===== config.mk =====
export PLATFORM = sky130hd
export DESIGN_NAME = timer_ctrl
export DESIGN_NICKNAME = d
export VERILOG_FILES = /design/src/rtl/timer_ctrl.sv
export SDC_FILE = /design/constraint.sdc
export NUM_CORES = 1
export LEC_CHECK = 0
export CAP_MARGIN = 20
export CORE_ASPECT_RATIO = 0.75
export CORE_MARGIN = 2
export CORE_UTILIZATION = 35
export DETAILED_ROUTE_END_ITERATION = 10
export GPL_TIMING_DRIVEN = 0
export PLACE_DENSITY = 0.86
export SETUP_SLACK_MARGIN = 0.15
export SLEW_MARGIN = 20
export SYNTH_ARGS = -nofsm -noshare
export SYNTH_HDL_FRONTEND = slang
export SYNTH_SLANG_ARGS = --single-unit

===== constraint.sdc =====
create_clock -name clk -period 10.4 [get_ports clk]
set_clock_uncertainty 0.1 [all_clocks]
set_input_delay 2.08 -clock clk [delete_from_list [all_inputs] [get_ports clk]]
set_output_delay 2.08 -clock clk [all_outputs]
set_load 0.01 [all_outputs]

===== src/rtl/timer_ctrl.sv =====
// timer_ctrl: count-enable prescaler, disable clear pulse, debug halt and compare interrupt for the 64-bit timer
module timer_ctrl #(
    parameter int DIV_W   = 4,
    parameter int DIV_MAX = 8
) (
    input  logic             clk,
    input  logic             rst,
    input  logic             timer_en,
    input  logic             div_en,
    input  logic [DIV_W-1:0] div_val,
    input  logic             dbg_mode,
    input  logic             halt_req,
    input  logic [63:0]      cnt,
    input  logic [63:0]      cmp,
    input  logic             int_en,
    input  logic             int_clr,
    output logic             cnt_en,
    output logic             timer_en_neg,
    output logic             halt_ack,
    output logic             int_st,
    output logic             tim_int
);
    typedef enum logic [1:0] {IDLE, RUN, HALT} state_t;
    state_t           state, state_nx;
    logic             timer_en_q, match_q, match, div_clr;
    logic [DIV_W-1:0] div_val_q, eff;
    logic [7:0]       div_cnt, limit;
    assign eff          = (div_val > DIV_W'(DIV_MAX)) ? DIV_W'(DIV_MAX) : div_val;
    assign limit        = 8'((9'd1 << eff) - 9'd1);
    assign div_clr      = (state == IDLE) | ~div_en | (div_val != div_val_q);
    assign match        = cnt == cmp;
    assign timer_en_neg = timer_en_q & ~timer_en;
    assign tim_int      = int_st & int_en;
    // State register
    always_ff @(posedge clk) begin
        if (rst) state <= IDLE;
        else     state <= state_nx;
    end
    // Next state; count enable and halt acknowledge decode from the registered state only
    always_comb begin
        state_nx = state;
        cnt_en   = 1'b0;
        halt_ack = 1'b0;
        case (state)
            IDLE: state_nx = timer_en ? RUN : IDLE;
            RUN: begin
                state_nx = !timer_en ? IDLE : (dbg_mode & halt_req) ? HALT : RUN;
                cnt_en   = ~div_en | (eff == '0) | (div_cnt == limit);
            end
            HALT: begin
                state_nx = !timer_en ? IDLE : (dbg_mode & halt_req) ? HALT : RUN;
                halt_ack = 1'b1;
            end
            default: state_nx = IDLE;
        endcase
    end
    // Prescaler: restart on idle, disable or divisor change; freeze phase while halted
    always_ff @(posedge clk) begin
        if (rst) begin
            div_cnt   <= '0;
            div_val_q <= '0;
        end else begin
            div_val_q <= div_val;
            if (div_clr)           div_cnt <= '0;
            else if (state == RUN) div_cnt <= (div_cnt == limit) ? '0 : div_cnt + 8'd1;
        end
    end
    // Enable edge history and sticky compare-match status; a new match beats a clear
    always_ff @(posedge clk) begin
        if (rst) begin
            timer_en_q <= 1'b0;
            match_q    <= 1'b1;
            int_st     <= 1'b0;
        end else begin
            timer_en_q <= timer_en;
            match_q    <= match;
            if (match & ~match_q) int_st <= 1'b1;
            else if (int_clr)     int_st <= 1'b0;
        end
    end
endmodule


# Yosys cells after proc, flatten, opt, wreduce, memory -nomap -nowiden
# Index checks and enable logic that the tools add are counted.
[totals]
regBits = 17
word_cells = 41
[op_classes]
n_addsub = 2
n_lt_le_gt_ge = 1
eq_ne = 5
n_shift = 1
mux = 10
n_bitwise = 11
n_reduce_logical = 5
[ops]
columns = ["op", "n"]
rows = [
  ["equality test 64 bit", 1],
  ["adder 8 x 1 -> 8 bit, second input constant", 1],
  ["equality test 8 bit", 1],
  ["2-to-1 mux 8 bit", 1],
  ["left shift 1 x 4 -> 8 bit, first input constant", 1],
  ["subtractor 8 x 1 -> 8 bit, second input constant", 1],
  ["2-to-1 mux 1 bit", 5],
  ["AND 1 bit", 4],
  ["> comparator 4 bit, second input constant", 1],
  ["logical NOT 4 bit", 1],
  ["2-to-1 mux 2 bit", 2],
  ["2-to-1 mux 4 bit", 1],
  ["inequality test 4 bit", 1],
  ["bitwise OR 1 bit", 4],
  ["one-hot mux 2 bit (2 select lines)", 1],
  ["OR reduction 2 bit", 2],
  ["NOT 1 bit", 3],
  ["equality test 2 x 1 -> 1 bit, second input constant", 1],
  ["equality test 2 bit, second input constant", 1],
  ["logical NOT 2 bit", 1],
  ["nonzero test 2 bit", 1],
]

# Logic depth before layout (Yosys ltp)
[depth]
word_depth = 7
depth_mapped = 8
ltp_nobuf = 7

# Worst setup path before layout
# OpenSTA, ideal clock, no wires.
[synth_path]
kind = "input to output"
startpoint = "input div_val[1]"
endpoint = "output cnt_en"
arrival_time_ns = 4.352
required_time_ns = 8.220
path_slack_ns = 3.868
cell_stages = 8
path_cell_list = "buf_4 -> or4b_2 -> ha_1 -> or3_1 -> a21oi_1 -> o21ai_1 -> a2111oi_4 -> a21o_1"
[synth_via]
elab_chain_len = 7
[synth_lines]
columns = ["item", "line_no", "rtl"]
rows = [
  ["start: declaration", "10", "input logic [DIV_W-1:0] div_val,"],
  ["> comparator 4 bit", "28", "assign eff = (div_val > DIV_W'(DIV_MAX)) ? DIV_W'(DIV_MAX) : div_val;"],
  ["2-to-1 mux 4 bit (*)", "28", ""],
  ["left shift 1 x 4 -> 8 bit", "29", "assign limit = 8'((9'd1 << eff) - 9'd1);"],
  ["subtractor 8 x 1 -> 8 bit", "29", ""],
  ["equality test 8 bit", "48", "cnt_en = ~div_en | (eff == '0) | (div_cnt == limit);"],
  ["bitwise OR 1 bit (*)", "48", ""],
  ["2-to-1 mux 1 bit (*)", "44", "case (state)"],
  ["end: declaration", "17", "output logic cnt_en,"],
]
# Mark *: on every way between the ends. The rest lies on a longest branch, timed or not.

# Final worst setup path
[layout_path]
startpoint = "input div_val[3]"
endpoint = "output cnt_en"
# Same word-level chain as after synthesis.

==> reports/metrics.yaml <==
run_status:
  status: "finished clean"
route:
  drc: 0
  antenna_left: 0
  wirelength_mm: 6.18
  wl_per_cell_um: 15.3
  drt-initial-drc-count: 73
  vias: 1959
  first_pass_iters: 4
  vias_per_cell: 4.84
clock_tree:
  cts_setup_buffers: 0
  clk_latency_ns: 0.25
  cts-root-buf: "clkbuf_8"
  clock_sinks: 17
  cts_hold_buf: 0
  tritoncts: "yes"
  cts_max_level: 1
  clkTransAtPathRegs_ns: 0.06
  clk_path_buf_depth: 2
  ctsResizeCount: 0
  cts_buffers: 3
synth:
  syn_nets: 345
  synth.most_common_cell: "xnor2_1"
  yosys_warnings: 0
  ys_top_cells_by_area: "xnor2_1 (34%), dfxtp_1 (20%), nand4_1 (7.9%), xor2_1 (5.5%), ha_1 (4.3%)"
  synth_top_family_by_area: "XOR/XNOR gates"
  synth_fa_ha_area_frac: 0.0430
  synth-xor-area-share: 0.392
  postSynthCellCount: 199
  yosys.area.top_type: "xnor2_1"
  synth_area_um2: 1740
  synth-simple-area-share: 0.255
  synth_edf_count: 0
  yosysTopAreaCellShare: 0.336
  synth_ff_type: "dfxtp_1"
  synth_cell_types: 41
  synth_compound_area_frac: 0.0854
  synthMuxAreaShare: 0
  avgSynthCellArea_um2: 8.76
  async_flop_share: 0
  yosysSeqAreaShare: 0.195
  synth_commonest_cells: "xnor2_1 (67), nand4_1 (22), dfxtp_1 (17)"
  synth_seq_cells: 17
floorplanning:
  num_io_pins: 145
  design.core.area_um2: 4840
  die_w_um: 85.5
  die_h_um: 65.1
  start_util: 0.360
  die_area_um2: 5570
  row_count: 22
layout:
  multiInputGateArea_um2: 1350
  post-route-cell-area_um2: 3290
  area_growth_syn_to_layout_pct: 88.4
  num-fill-cells: 392
  drive_above_1_share: 0.0377
  n_antenna_cell: 0
  final_core_util: 0.678
  final-seq-area_um2: 340
  fin_nets: 492
worst_hold_path:
  hold_path_class: "reg2reg"
setup_path:
  endpoint_kind: "output port"
  path_max_fanout: 10
  criticalPathCategory: "in2out"
  worst-endpoint-arrival_ns: 5.62
  crit_path_start_kind: "primary input"
  required_ns: 8.22
timing:
  clock.fmax_ghz: 0.128
  slew_headroom: 0.644
  worst_pin_slew_ns: 0.521
  setup_viol: 0
  slew_violations: 0
  period_needed_ns: 7.80
  finalSetupTns_ns: 0
  period_share: 0.750
  finalHoldViolCount: 0
  rsz0062_at_grt: "false"
pwr:
  ir_drop_mv: 0.0405
  p_total_uw: 213
  power_leakage_nw: 1.11
  p_per_area_nw_per_um2: 64.9
place:
  dpl_cell_area_um2: 3240
  numPortBuffers: 142
  dpl.hpwl_mm: 5.57
  place_congestion: 0.893
global_routing:
  grt_pass1_wl_mm: 9.79
  gr-total-overflow: 0
  track_usage: 0.223
  antenna_found_initial: 0
  grt_pass1_vias: 2062
  grt_max_degree: 11
run:
  cap_violations: 0
registers in the layout (all words and copies together) (netlist names):
name	cells
div_cnt	8
div_val_q	4
state	2
int_st	1
match_q	1
timer_en_q	1
where the power goes:
group / total [mW] / switching [mW] / internal (mW) / leakage (nW)
sequential: 0.0674 / 0.000747 / 0.0666 / 0.139
clock: 0.0484 / 0.0213 / 0.0271 / 0.0228
combinational: 0.0976 / 0.0287 / 0.0689 / 0.952
total: 0.213 / 0.0507 / 0.163 / 1.11
per-stage QoR:
stage                     instances  worst slack (ns)  hold slack (ns)
final                           405              2.60            0.316
after detailed placement        401              2.67            0.313
after global placement          401              2.71            0.302
after CTS                       405              2.66            0.322
after floorplan                 199              3.87            0.296
after global routing            405              2.45            0.330
cells by family (layout without fill, tap and decap cells):
logic type / after synthesis / count (layout)
buffers and inverters: 8 / 154
adder cells (fa/ha/maj): 6 / 6
AO/OA/AOI/OAI: 18 / 18
flip-flops: 17 / 17
XOR/XNOR: 78 / 78
AND/OR/NAND/NOR: 72 / 72
routing by layer:
layer	track usage	vias to the layer above	part of all wire	wire, um
li1	-	1004	-	-
met3	0.0565	16	0.074	455
met4	0.0754	0	0.028	176
met5	0	-	0	0
met2	0.420	75	0.52	3210
met1	0.244	864	0.38	2340
area by class of cell:
cell class,instances,area share
timing repair buffer,142,0.433
tap,60,0.0228
multi-input combinational,174,0.411
inverter,3,0.00343
sequential,17,0.104
buffer,5,0.0126
clock buffer,4,0.0137
worst max-delay path: stages:
cell and delay [ns]:
clkdlybuf4s50_1 0.45, clkbuf_1 0.25, or4b_2 0.65, ha_1 0.24, or3_1 0.38, a21oi_1 0.17, o21ai_1 0.16, a2111oi_4 0.54
a21o_1 0.15, clkdlybuf4s50_1 0.53
cells in the final DEF, fill, tap and decap left out, types with 4 or more instances in the layout:
cell / count
clkdlybuf4s50_1: 142
xnor2_1: 67
nand4_1: 22
dfxtp_1: 17
xor2_1: 11
nand2_1: 7
nor3_1: 7
nor2b_1: 6
ha_1: 6
nor4_1: 5
nor2_1: 4
final timing paths:
kind	from	to	slack, ns	cells past startpoint
worst max register to register	div_cnt[7]$_SDFFE_PP0P_	div_cnt[7]$_SDFFE_PP0P_	8.37	5
worst min register to register	match_q$_SDFF_PP1_	int_st$_SDFFE_PP0P_	0.32	1
worst min-delay path	match_q$_SDFF_PP1_	int_st$_SDFFE_PP0P_	0.32	1
worst max-delay path	div_val[3]	cnt_en	2.60	10
No activity file was read; power rests on OpenSTA's default activity.
